[config.mk]
export PLATFORM = sky130hd
export DESIGN_NAME = prefetch_queue
export DESIGN_NICKNAME = d
export VERILOG_FILES = /design/src/rtl/prefetch_queue_pkg.sv /design/src/rtl/prefetch_queue_sync_fifo.sv /design/src/rtl/prefetch_queue.sv
export SDC_FILE = /design/constraint.sdc
export NUM_CORES = 1
export LEC_CHECK = 0
export BUFFER_PORTS_ARGS = -buffer_cell sky130_fd_sc_hd__buf_2
export CAP_MARGIN = 20
export CORE_ASPECT_RATIO = 0.5
export CORE_MARGIN = 5
export CORE_UTILIZATION = 35
export CTS_CLUSTER_SIZE = 30
export DETAILED_ROUTE_END_ITERATION = 8
export PLACE_DENSITY_LB_ADDON = 0.3
export REMOVE_ABC_BUFFERS = 1
export SETUP_SLACK_MARGIN = 0.02
export SLEW_MARGIN = 20
export SYNTH_ARGS = -nofsm -noshare
export SYNTH_HDL_FRONTEND = slang
export SYNTH_SLANG_ARGS = --single-unit
[constraint.sdc]
create_clock -name clk -period 5.05 [get_ports clk]
set_input_delay 1.01 -clock clk [delete_from_list [all_inputs] [get_ports clk]]
set_output_delay 1.01 -clock clk [all_outputs]
set_load 0.01 [all_outputs]
[src/rtl/prefetch_queue_pkg.sv]
// Shared types and constants for the instruction prefetch queue.
package prefetch_pkg;

    localparam int INSTR_W = 32;
    localparam int ADDR_W  = 32;
    localparam logic [ADDR_W-1:0] PC_STEP          = 32'd4;
    localparam logic [ADDR_W-1:0] RESET_PC_DEFAULT = 32'h0000_0000;

    typedef struct packed {
        logic [ADDR_W-1:0]  pc;
        logic [INSTR_W-1:0] instr;
    } ifq_entry_t;

    // Instruction fetches are always word aligned; the low two bits are dropped.
    function automatic logic [ADDR_W-1:0] word_align(input logic [ADDR_W-1:0] addr);
        return addr & ~32'h0000_0003;
    endfunction

endpackage

[src/rtl/prefetch_queue_sync_fifo.sv]
// Synchronous FIFO with registered head, flush-over-everything priority,
// and simultaneous push/pop allowed while full.
module sync_fifo #(
    parameter  int WIDTH = 64,
    parameter  int DEPTH = 4,
    localparam int AW    = $clog2(DEPTH),
    localparam int CW    = AW + 1
) (
    input  logic             clk,
    input  logic             reset,
    input  logic             push,
    input  logic [WIDTH-1:0] push_data,
    input  logic             pop,
    input  logic             flush,
    output logic [WIDTH-1:0] head_data,
    output logic             full,
    output logic             empty,
    output logic [CW-1:0]    count
);

    logic [WIDTH-1:0] mem_q [DEPTH];
    logic [WIDTH-1:0] mem_d [DEPTH];
    logic [AW-1:0]    wr_ptr_q, wr_ptr_d;
    logic [AW-1:0]    rd_ptr_q, rd_ptr_d;
    logic [CW-1:0]    count_q, count_d;
    logic             do_push;
    logic             do_pop;

    assign empty     = (count_q == '0);
    assign full      = (count_q == CW'(DEPTH));
    assign count     = count_q;
    assign head_data = mem_q[rd_ptr_q];

    // A pop frees the slot a same-cycle push needs, so full+pop+push is legal.
    assign do_pop  = pop && !empty;
    assign do_push = push && (!full || do_pop);

    // Next-state for storage, pointers and occupancy; flush wins over push/pop.
    always_comb begin
        mem_d    = mem_q;
        wr_ptr_d = wr_ptr_q;
        rd_ptr_d = rd_ptr_q;
        count_d  = count_q;
        if (flush) begin
            wr_ptr_d = '0;
            rd_ptr_d = '0;
            count_d  = '0;
        end else begin
            if (do_push) begin
                mem_d[wr_ptr_q] = push_data;
                wr_ptr_d        = wr_ptr_q + AW'(1);
            end
            if (do_pop) begin
                rd_ptr_d = rd_ptr_q + AW'(1);
            end
            case ({do_push, do_pop})
                2'b10:   count_d = count_q + CW'(1);
                2'b01:   count_d = count_q - CW'(1);
                default: count_d = count_q;
            endcase
        end
    end

    // Pointer and occupancy registers with synchronous reset.
    always_ff @(posedge clk) begin
        if (reset) begin
            wr_ptr_q <= '0;
            rd_ptr_q <= '0;
            count_q  <= '0;
        end else begin
            wr_ptr_q <= wr_ptr_d;
            rd_ptr_q <= rd_ptr_d;
            count_q  <= count_d;
        end
    end

    // Storage array; contents are don't-care while the slot is unoccupied.
    always_ff @(posedge clk) begin
        mem_q <= mem_d;
    end

    // Occupancy must never exceed the number of slots.
    always_ff @(posedge clk) begin
        if (!reset) begin
            assert (count_q <= CW'(DEPTH));
        end
    end

endmodule

[src/rtl/prefetch_queue.sv]
// Instruction prefetch queue: issues sequential word fetches, buffers the
// returned words with their PCs and presents the oldest to the fetch stage.
// Redirects flush the queue and discard responses still in flight.
// Optional macro IFQ_BYPASS_EN: a response arriving at an empty queue is
// forwarded to ifq_* combinationally in the same cycle.
module prefetch_queue
    import prefetch_pkg::*;
#(
    parameter  int                DEPTH    = 4,
    parameter  int                MAX_OUT  = 2,
    parameter  logic [ADDR_W-1:0] RESET_PC = RESET_PC_DEFAULT,
    localparam int                CW       = $clog2(DEPTH) + 1
) (
    input  logic               clk,
    input  logic               reset,
    input  logic               redirect_valid,
    input  logic [ADDR_W-1:0]  redirect_pc,
    output logic               imem_req_valid,
    input  logic               imem_req_ready,
    output logic [ADDR_W-1:0]  imem_req_addr,
    input  logic               imem_rsp_valid,
    input  logic [INSTR_W-1:0] imem_rsp_data,
    output logic               ifq_valid,
    input  logic               ifq_ready,
    output logic [INSTR_W-1:0] ifq_instr,
    output logic [ADDR_W-1:0]  ifq_pc,
    output logic [CW-1:0]      ifq_count
);

    logic [ADDR_W-1:0] fetch_pc_q, fetch_pc_d;
    logic [ADDR_W-1:0] rsp_pc_q, rsp_pc_d;
    logic [CW-1:0]     outstanding_q, outstanding_d;
    logic [CW-1:0]     drop_cnt_q, drop_cnt_d;

    ifq_entry_t        push_entry;
    ifq_entry_t        head_entry;
    logic              fifo_full;
    logic              fifo_empty;
    logic [CW-1:0]     fifo_count;

    logic [CW:0]       credit_used;
    logic              req_fire;
    logic              rsp_live;
    logic              rsp_keep;
    logic              byp_take;
    logic              fifo_push;
    logic              fifo_pop;

    // Slots already promised = stored words + live requests in flight.
    assign credit_used = {1'b0, fifo_count} + {1'b0, outstanding_q} - {1'b0, drop_cnt_q};

    assign imem_req_valid = !reset && !redirect_valid
                         && (outstanding_q < CW'(MAX_OUT))
                         && (credit_used < (CW+1)'(DEPTH));
    assign imem_req_addr  = fetch_pc_q;
    assign req_fire       = imem_req_valid && imem_req_ready;

    // Responses with nothing outstanding belong to pre-reset requests.
    assign rsp_live = imem_rsp_valid && (outstanding_q != '0);
    assign rsp_keep = rsp_live && (drop_cnt_q == '0) && !redirect_valid && !reset;

`ifdef IFQ_BYPASS_EN
    assign byp_take = rsp_keep && fifo_empty && ifq_ready;
`else
    assign byp_take = 1'b0;
`endif

    assign fifo_push  = rsp_keep && !byp_take;
    assign fifo_pop   = ifq_ready && !fifo_empty && !redirect_valid;
    assign push_entry = '{pc: rsp_pc_q, instr: imem_rsp_data};
    assign ifq_count  = fifo_count;

    sync_fifo #(
        .WIDTH ($bits(ifq_entry_t)),
        .DEPTH (DEPTH)
    ) u_fifo (
        .clk       (clk),
        .reset     (reset),
        .push      (fifo_push),
        .push_data (push_entry),
        .pop       (fifo_pop),
        .flush     (redirect_valid),
        .head_data (head_entry),
        .full      (fifo_full),
        .empty     (fifo_empty),
        .count     (fifo_count)
    );

`ifdef IFQ_BYPASS_EN
    // Head presentation, forwarding a fresh response straight through an empty queue.
    always_comb begin
        ifq_valid = 1'b0;
        ifq_instr = '0;
        ifq_pc    = '0;
        if (!fifo_empty) begin
            ifq_valid = 1'b1;
            ifq_instr = head_entry.instr;
            ifq_pc    = head_entry.pc;
        end else if (rsp_keep) begin
            ifq_valid = 1'b1;
            ifq_instr = imem_rsp_data;
            ifq_pc    = rsp_pc_q;
        end
    end
`else
    // Head presentation from the registered queue only; zeros while empty.
    always_comb begin
        ifq_valid = 1'b0;
        ifq_instr = '0;
        ifq_pc    = '0;
        if (!fifo_empty) begin
            ifq_valid = 1'b1;
            ifq_instr = head_entry.instr;
            ifq_pc    = head_entry.pc;
        end
    end
`endif

    // Fetch/response PCs and in-flight bookkeeping; redirect takes priority.
    always_comb begin
        fetch_pc_d    = fetch_pc_q;
        rsp_pc_d      = rsp_pc_q;
        outstanding_d = outstanding_q - CW'(rsp_live) + CW'(req_fire);
        drop_cnt_d    = drop_cnt_q;
        if (redirect_valid) begin
            fetch_pc_d = word_align(redirect_pc);
            rsp_pc_d   = word_align(redirect_pc);
            // Everything still in flight after this edge is stale.
            drop_cnt_d = outstanding_q - CW'(rsp_live);
        end else begin
            if (req_fire) begin
                fetch_pc_d = fetch_pc_q + PC_STEP;
            end
            if (rsp_live && (drop_cnt_q != '0)) begin
                drop_cnt_d = drop_cnt_q - CW'(1);
            end
            if (rsp_keep) begin
                rsp_pc_d = rsp_pc_q + PC_STEP;
            end
        end
    end

    // Control registers with synchronous reset.
    always_ff @(posedge clk) begin
        if (reset) begin
            fetch_pc_q    <= RESET_PC;
            rsp_pc_q      <= RESET_PC;
            outstanding_q <= '0;
            drop_cnt_q    <= '0;
        end else begin
            fetch_pc_q    <= fetch_pc_d;
            rsp_pc_q      <= rsp_pc_d;
            outstanding_q <= outstanding_d;
            drop_cnt_q    <= drop_cnt_d;
        end
    end

    // The credit rule must leave a slot for every kept response.
    always_ff @(posedge clk) begin
        if (!reset) begin
            assert (!(fifo_push && fifo_full && !fifo_pop));
            assert (drop_cnt_q <= outstanding_q);
        end
    end

endmodule

After elaboration in Yosys (flattened, before gate mapping):

Index checks and enable logic that the tools add are counted.

* reductions and logical operators: 29
* div/mod/pow operators: 0
* $add $sub $neg: 11
* bitwise gates (word level): 3
* $mul: 0
* muxes and demuxes: 16
* shifts and indexed selects: 0
* order comparisons: 5
* equality and inequality tests: 3

Operators with widths (number)
* $bwmux W256: 1
* $mux W32: 6
* $mux W64: 3
* $bmux W64 S2: 1
* $demux W64 S2: 1
* $add A32 B3 Y32 const B: 2
* $logic_and A1 B1 Y1: 14
* $reduce_bool A2 Y1: 4
* $ge A3 B3 Y1 const B: 2
* $logic_not A3 Y1: 2
* $mux W3: 2
* $not A2 Y3: 2
* $pmux W3 S2: 1
* $reduce_bool A3 Y1: 2
* $sub A3 B1 Y3 const B: 2
* $add A2 B1 Y2 const B: 2
* $add A3 B3 Y4: 1
* $logic_not A1 Y1: 4
* $lt A4 B3 Y1 const B: 1
* $sub A4 B3 Y4: 1
* $add A3 B1 Y3: 1
* $add A3 B1 Y3 const B: 1
* $eq A3 B3 Y1 const B: 1
* $lt A3 B1 Y1 const B: 1
* 9 further kinds: 9

* output and inout port bits: 101
* logic and storage cells: 80
* memory bits (read-only): 0
* bits in registers: 333
* memory bits (writable): 0
* latch bits: 0
* memories: 0
* bits of input ports: 70

Logic depth before layout (Yosys ltp):

Gate-level depths: netlist of run 1.

* depth in word-level cells: 9
* depth in mapped cells: 13
* depth with buffers taken out: 12

By module:

A second synthesis of run 1 with hierarchy kept.

* cells, all modules: 929
* area, all modules: 14123.5 µm²

By module, submodules not included
* sync_fifo: times used 1, seq. area each 7827.5 µm², cells each 386, area an instance 9710.6 µm²
* prefetch_queue: times used 1, seq. area each 1321.3 µm², cells each 543, area an instance 4413.0 µm²

Worst setup path after synthesis of run 1:

OpenSTA, ideal clock, no wires.

* path kind: input to register
* start: in reset
* end: reg u_fifo.mem_q[0] in the netlist's numbering (enable)
* path slack: 0.873 ns
* library setup time: 0.426 ns
* arrival time: 3.750 ns
* data required time: 4.624 ns
* stages on the path: 5
* buffers on the path: 1
* path through: clkbuf_1 > nor4b_1 > nand2_1 > a41oi_1 > and2_1

* cells in the longest elaborated chain, start to end: 4

RTL lines
* start, declared: line prefetch_queue.sv:15 `input logic reset,`
* $logic_not A1 Y1
* $logic_and A1 B1 Y1: line prefetch_queue.sv:60 `assign rsp_keep = rsp_live && (drop_cnt_q == '0) && !redirect_valid && !reset;`
* $logic_and A1 B1 Y1: line prefetch_queue_sync_fifo.sv:36 `assign do_push = push && (!full || do_pop);`
* $reduce_and A2 Y1 (no line)
* end signal, assigned: line prefetch_queue_sync_fifo.sv:79 `mem_q <= mem_d;`
* end, declared: line prefetch_queue_sync_fifo.sv:21 `logic [WIDTH-1:0] mem_q [DEPTH];`

Every way passes these cells.
A chain may end at the register's enable or synchronous reset.

Final worst setup path of run 1:

* start: reg u_fifo.count_q[1], in the netlist u_fifo.count[1]
* end: out imem_req_valid

* cells in the longest elaborated chain, start to end: 4

RTL lines
* start, declared: line prefetch_queue_sync_fifo.sv:25 `logic [CW-1:0] count_q, count_d;`
* start signal, assigned: line prefetch_queue_sync_fifo.sv:73 `count_q <= count_d;`
* $add A3 B3 Y4: line prefetch_queue.sv:50 `assign credit_used = {1'b0, fifo_count} + {1'b0, outstanding_q} - {1'b0, drop_cnt_q};`
* $sub A4 B3 Y4: line prefetch_queue.sv:50
* $lt A4 B3 Y1: line prefetch_queue.sv:54 `&& (credit_used < (CW+1)'(DEPTH));`
* $logic_and A1 B1 Y1: line prefetch_queue.sv:54
* end, declared: line prefetch_queue.sv:18 `output logic imem_req_valid,`

Every way passes these cells.

==> impl_metrics.json, run 1 <==
{
  "post_cts_buffers": 0,
  "vias": 8690,
  "maxCapViolations": 0,
  "crit_top_cell": "inv_1",
  "status": "completed",
  "gp_congestion": 0.9127,
  "grt_setup_unrepaired": "no",
  "die_w_um": 290.7,
  "nNetsFinal": 1199,
  "grt_pass1_vias": 8940,
  "tightest_slew_ns": 1.032,
  "ys_async_sr_fraction": 0,
  "clk_pin_slew_ns": 0.06,
  "critPathMaxStageDelay_ns": 0.54,
  "dpl.cell_count": 1606,
  "end_kind": "primary output",
  "die_area_um2": 43700,
  "io_pins": 171,
  "crit_chain": "inv_1 > fa_1 > inv_1 > ha_1 > and3b_4 > or4_4 > a21oi_1 > buf_2",
  "drive_above_1_share": 0.2793,
  "placed_area_um2": 15240,
  "synth_edf_count": 248,
  "hold_path_class": "flop to flop",
  "drtPass1Iterations": 5,
  "finalMaxSlewViolations": 0,
  "crit_slowest_cell": "fa_1",
  "crit_fanout": 5,
  "cp.required_ns": 4.04,
  "via_per_inst": 5.219,
  "finalCritPeriodShare": 0.8117,
  "leakage_nw": 5.492,
  "tritoncts": "done",
  "synth_area_per_cell_um2": 14.59,
  "final_cell_count_no_fill": 1665,
  "powerDensity_nw_per_um2": 360.5,
  "peakVddDrop_mv": 0.2441,
  "synth-seq-cells": 321,
  "use_met3": 0.02329,
  "hpwl_um": 21610,
  "cp-start-kind": "flop",
  "drt_wl_total_um": 33860,
  "core_um2": 38920,
  "fin_area_um2": 16300,
  "grt.overflow.total": 0,
  "final_antenna_net_count": 0,
  "finalHoldViolations": 0,
  "cts.hold.buffers_added": 0,
  "cts_root_buffer": "clkbuf_16",
  "grt_max_degree": 65,
  "finalSetupViolCount": 0,
  "cts_buffers": 31,
  "area_growth_syn_to_layout_pct": 18.24,
  "grt.busiest_layer": "met2",
  "arrival_ns": 3.09,
  "max_slew_margin": 0.3061,
  "ctsLongestPathBuffers": 3,
  "hold_ws_ns": 0.5034,
  "synth_cell_type_count": 71,
  "die_h_um": 150.3,
  "antennaDiodeCount": 0,
  "cts_max_level": 1,
  "wl_per_cell_um": 20.33,
  "yosysWarningCount": 0,
  "antenna_found_initial": 0,
  "portBuffers": 164,
  "synthCells": 945,
  "min_period_ns": 4.099,
  "rows": 51,
  "ys.flop_type": "edfxtp_1",
  "power_w": 0.005876,
  "remaining_drc_errors": 0,
  "worstSkewPairLatency_ns": 0.58,
  "seq_area_frac_synth": 0.6462,
  "drt_iter0_drc": 639,
  "grt_pass1_wl_um": 51840,
  "clkSinkCount": 321,
  "start_util": 0.3542,
  "post_cts_resized": 0,
  "grtUsageTotal": 0.1502,
  "worstSetupPathType": "flop to primary output",
  "grt_util_met2": 0.2840,
  "finClkSkew_ns": 0.01757,
  "netlist_area_um2": 13790,
  "fmax_mhz": 244.0,
  "use_met1": 0.1800
}
[placed cells by master (no fill, tap or decap), types with 5 or more instances in the layout]
| cell | count |
|---|---|
| mux4_2 | 62 |
| dfxtp_1 | 71 |
| nor2b_1 | 65 |
| and2_1 | 6 |
| nand4_1 | 24 |
| o21a_1 | 6 |
| ha_1 | 16 |
| a311oi_1 | 9 |
| nor4_1 | 6 |
| nand2_1 | 53 |
| o31a_1 | 5 |
| a21oi_1 | 26 |
| o21ai_0 | 22 |
| or3_1 | 9 |
| a211oi_1 | 14 |
| clkinv_2 | 5 |
| and4_1 | 10 |
| or4_1 | 7 |
| xnor2_1 | 12 |
| a31oi_1 | 22 |
| mux2i_1 | 6 |
| nand3_1 | 25 |
| and3_1 | 7 |
| buf_4 | 14 |
| clkinv_1 | 5 |
| inv_1 | 25 |
| nor2_1 | 47 |
| xor2_1 | 14 |
| edfxtp_1 | 248 |
| clkbuf_16 | 32 |
| buf_2 | 165 |
[layout make-up]
type / instances / area, um2
Sequential cell: 321 / 8914
Fill cell: 3577 / 22620
Inverter: 27 / 101.3
Timing Repair Buffer: 183 / 1011
Tap cell: 530 / 663.1
Multi-Input combinational cell: 546 / 4561
Clock buffer: 38 / 843.3
Clock inverter: 20 / 209.0
[logic make-up (layout without fill, tap and decap cells)]
kind of cell	after synthesis	after routing	synth area share
AOI/OAI and AO/OA	139	139	0.06870
xor gates and xnor gates	26	26	0.01652
adders and majority gates	19	19	0.01888
buffers and inverters	81	268	0.02459
DFF	321	321	0.6462
muxes	73	73	0.1097
other	1	4	0.0002720
and+or+nand+nor	285	285	0.1152
[per-stage QoR]
step,utilization,TNS [ns],worst slack (ns)
2_1_floorplan,-,-0.2817,-0.1718
3_3_place_gp,0.3916,0,1.255
3_5_place_dp,0.3916,0,1.205
4_1_cts,0.4187,0,0.8674
5_1_grt,0.4188,0,0.8074
6_report,0.4188,0,0.9510
[worst max-delay path: cells and delay by family (launching register included)]
kind | cells | cell delay (ns)
compound gates | 1 | 0.23
fa+ha+maj | 2 | 0.82
buf+inv | 3 | 0.35
flops | 1 | 0.40
simple gates | 2 | 0.71
[cells in the mapped netlist, types with 5 or more instances]
cell / number / area share
and4_1: 10 / 0.0064
nand4_1: 24 / 0.011
or3_1: 9 / 0.0041
o21a_1: 6 / 0.0033
mux4_2: 62 / 0.10
xor2_1: 14 / 0.0089
and3_1: 7 / 0.0032
a211oi_1: 14 / 0.0076
a311oi_1: 9 / 0.0057
a21oi_1: 26 / 0.0094
or4_1: 7 / 0.0038
xnor2_1: 12 / 0.0076
and2_1: 10 / 0.0045
ha_1: 16 / 0.015
nor2_1: 47 / 0.013
o21ai_0: 22 / 0.0080
inv_1: 25 / 0.0068
nand3_1: 25 / 0.0091
nor2b_1: 65 / 0.029
nor3_1: 5 / 0.0018
a31oi_1: 22 / 0.010
mux2i_1: 6 / 0.0044
nand2_1: 53 / 0.014
nor4_1: 6 / 0.0027
o31a_1: 5 / 0.0032
dfxtp_1: 73 / 0.11
edfxtp_1: 248 / 0.54
buf_1: 8 / 0.0022
clkbuf_1: 36 / 0.0098
[where the power goes]
group          switching, W  total [W]  internal (W)  leakage (nW)
Clock               0.00101    0.00236       0.00135         0.506
Sequential        0.0000815    0.00300       0.00292          2.86
Combinational      0.000309   0.000512      0.000203          2.13
Total               0.00140    0.00588       0.00448          5.49
[routing by layer]
layer | wire length, um | vias to the layer above | share of wire
met5 | 0 | - | 0
met2 | 18020 | 213 | 0.53
met1 | 13410 | 4407 | 0.40
met4 | 1002 | 0 | 0.030
li1 | - | 4011 | -
met3 | 1417 | 59 | 0.042
[flip-flops by register name, summed over array words and instances (netlist names)]
name and flops:
outstanding_q 3, u_fifo.mem_q 248, drop_cnt_q 3, rsp_pc_q 30, u_fifo.count 3, u_fifo.wr_ptr_q 2
u_fifo.rd_ptr_q 2, imem_req_addr 30
[final timing paths]
path                                    startpoint                  to  slack (ns)  cells after the start
worst max-delay path               u_fifo.count[1]      imem_req_valid        0.95                      8
worst min-delay path            u_fifo.rd_ptr_q[1]  u_fifo.rd_ptr_q[1]        0.50                      2
worst max register to register    outstanding_q[2]     u_fifo.count[2]        1.69                     11
worst min register to register  u_fifo.rd_ptr_q[1]  u_fifo.rd_ptr_q[1]        0.50                      2
Power figures use the tool's default switching activity.
==> run 2, diff against run 1 <==
--- a/config.mk
+++ b/config.mk
@@ -5,6 +5,7 @@
 export SDC_FILE = /design/constraint.sdc
 export NUM_CORES = 1
 export LEC_CHECK = 0
+export ABC_AREA = 1
 export BUFFER_PORTS_ARGS = -buffer_cell sky130_fd_sc_hd__buf_2
 export CAP_MARGIN = 20
 export CORE_ASPECT_RATIO = 0.5
==> constraint.sdc (replaced) <==
create_clock -name clk -period 4.1 [get_ports clk]
set_input_delay 0.82 -clock clk [delete_from_list [all_inputs] [get_ports clk]]
set_output_delay 0.82 -clock clk [all_outputs]
set_load 0.01 [all_outputs]
==> run 2 against run 1 <==
Compared with the run above: synthesized cell count increased by 66%; register-to-register slack got worse by 0.55 ns; critical path depth decreased by 3; power increased by 25%; non-clock buffer count decreased by 1; die area increased by 5.3%; clock power increased by 23%; design area increased by 4.3%; first-iteration DRC count increased by 7.8%; core utilization decreased by 0.13 points; wire length increased by 12%; critical path type unchanged; critical endpoint is now ifq_pc[13]; largest power group unchanged.
==> impl_metrics.json, run 2 <==
{
  "status": "completed",
  "drt_iter0_drc": 689,
  "cp.required_ns": 3.28,
  "gp_congestion": 0.8869,
  "synth_edf_count": 248,
  "antenna_found_initial": 0,
  "cp-start-kind": "flop",
  "layout_commonest_cell": "nor2_1",
  "powerDensity_nw_per_um2": 430.7,
  "synth_most_common_cell": "nor2_1",
  "ctsLongestPathBuffers": 3,
  "synthTopCellsByCount": "nor2_1, edfxtp_1, nand2_1",
  "synth-seq-cells": 321,
  "grt.overflow.total": 0,
  "grt_setup_unrepaired": "no",
  "layout_common_cells": "nor2_1, edfxtp_1, nand2_1, o21ai_0, buf_2",
  "ys_async_sr_fraction": 0,
  "via_per_inst": 4.893,
  "hpwl_um": 23870,
  "finalMaxSlewViolations": 0,
  "die_h_um": 154.2,
  "post-place-ws_ns": 0.6810,
  "synthCells": 1567,
  "netlist.top_cell.by_area": "edfxtp_1",
  "vias": 11140,
  "tritoncts": "done",
  "wl_per_cell_um": 16.71,
  "worstSetupPathType": "flop to primary output",
  "worstSkewPairLatency_ns": 0.52,
  "peakVddDrop_mv": 0.2529,
  "min_period_ns": 3.309,
  "fmax_mhz": 302.2,
  "ys.flop_type": "edfxtp_1",
  "arrival_ns": 2.49,
  "cts.hold.buffers_added": 0,
  "post_cts_buffers": 0,
  "antennaDiodeCount": 0,
  "dpl.cell_count": 2215,
  "portBuffers": 164,
  "post_cts_resized": 0,
  "remaining_drc_errors": 0,
  "maxCapViolations": 0,
  "synth_area_per_cell_um2": 9.288,
  "rows": 52,
  "start_util": 0.3573,
  "top_register": "u_fifo.mem_q",
  "fillCellCount": 3922,
  "seqCellArea_um2": 8914,
  "netlist_area_um2": 14550,
  "die_area_um2": 46010,
  "synth_cell_type_count": 41,
  "clkSinkCount": 321,
  "drive_above_1_share": 0.1509,
  "yosys-top-cells-area": "edfxtp_1, dfxtp_1, nor2_1",
  "seq_area_frac_synth": 0.6121,
  "grt_max_degree": 84,
  "grtUsageTotal": 0.1599,
  "largest_register_ffs": 248,
  "yosysWarningCount": 0,
  "crit_fanout": 83,
  "die_w_um": 298.4,
  "cts_buffers": 34,
  "cts_root_buffer": "clkbuf_16",
  "finalCritPeriodShare": 0.8072,
  "finalSetupViolCount": 0,
  "multi_input_area_um2": 4960,
  "finalHoldViolations": 0,
  "clk_pin_slew_ns": 0.06,
  "grt_pass1_wl_um": 58860,
  "nNetsFinal": 1800,
  "leakage_nw": 6.444,
  "drtPass1Iterations": 5,
  "core_um2": 40730,
  "tightest_slew_ns": 0.8550,
  "area_growth_syn_to_layout_pct": 16.84,
  "grt_pass1_vias": 10550,
  "fin_ws_ns": 0.7906,
  "hold_path_class": "input port to flop",
  "finClkSkew_ns": 0.01582,
  "drt_wl_total_um": 38030,
  "cts_max_level": 2,
  "final_cell_count_no_fill": 2276,
  "synth_top_area_frac": 0.5117,
  "final_antenna_net_count": 0,
  "io_pins": 171,
  "max_slew_margin": 0.4300,
  "end_kind": "primary output"
}
[run 2: cell types whose count changed after synthesis, sizes merged, moves of 16 or more]
cell	change
nand2	+187
a21oi	+96
mux4	-62
nand3	+67
nor2b	-65
inv	+79
nand4	-16
o21ai	+156
nor2	+304
[run 2: critical path, cell delays in order (launching register included)]
cell and delay [ns]:
dfxtp_4 0.36, inv_2 0.52, buf_12 0.37, o21ai_0 0.15, a21oi_1 0.31, buf_2 0.20
[run 2: stage by stage]
stage	TNS [ns]	power (W)	cell area, um2	util	hold WS [ns]
floorplan	-349.06	0.004208	14230	-	0.4601
global placement	0	0.004473	15950	0.3916	0.5107
detailed placement	0	0.004481	15950	0.3916	0.5190
CTS	0	0.007395	17010	0.4175	0.4881
global route	0	0.007666	17010	0.4175	0.4840
finish	0	0.007323	17010	0.4175	0.5101
[run 2: report_power, final]
part           total, W  internal, W  switching (W)  leakage (nW)
combinational  0.000702     0.000245       0.000457          3.08
clock           0.00291      0.00165        0.00126         0.510
sequential      0.00371      0.00361       0.000105          2.85
total           0.00732      0.00550        0.00183          6.44
[run 2: worst paths after layout]
check / startpoint / end / slack [ns] / cells after the start
max: u_fifo.rd_ptr_q[0] / ifq_pc[13] / 0.79 / 5
min: imem_rsp_data[19] / u_fifo.mem_q[19] / 0.51 / 1
max reg2reg: u_fifo.count[1] / imem_req_addr[29] / 1.14 / 13
min reg2reg: imem_req_addr[31] / imem_req_addr[31] / 0.54 / 2
[run 2: final cells by class]
class,count,area share
well taps,540,0.03973
clock inverters,19,0.008976
multi-input cells,1067,0.2917
repair buffers,182,0.05916
inverters,105,0.02325
clock buffers,42,0.05305
flip-flops and latches,321,0.5242
[run 2: kinds of logic (layout without fill, tap and decap cells)]
kind of cell | count (synthesis) | count (layout) | synth area share
and+or+nand+nor | 714 | 714 | 0.2007
other | 1 | 4 | 0.0002577
AOI/OAI and AO/OA | 319 | 319 | 0.1125
xor gates and xnor gates | 11 | 11 | 0.006620
adders and majority gates | 19 | 19 | 0.01788
DFF | 321 | 321 | 0.6121
buffers and inverters | 182 | 348 | 0.04995
[run 2: metal layers]
layer / global-route usage / vias up / part of all wire
met1: 0.1984 / 5286 / 0.42
met3: 0.02675 / 58 / 0.040
met2: 0.2883 / 183 / 0.51
li1: - / 5610 / -
met4: 0.04884 / 0 / 0.026
met5: 0 / - / 0
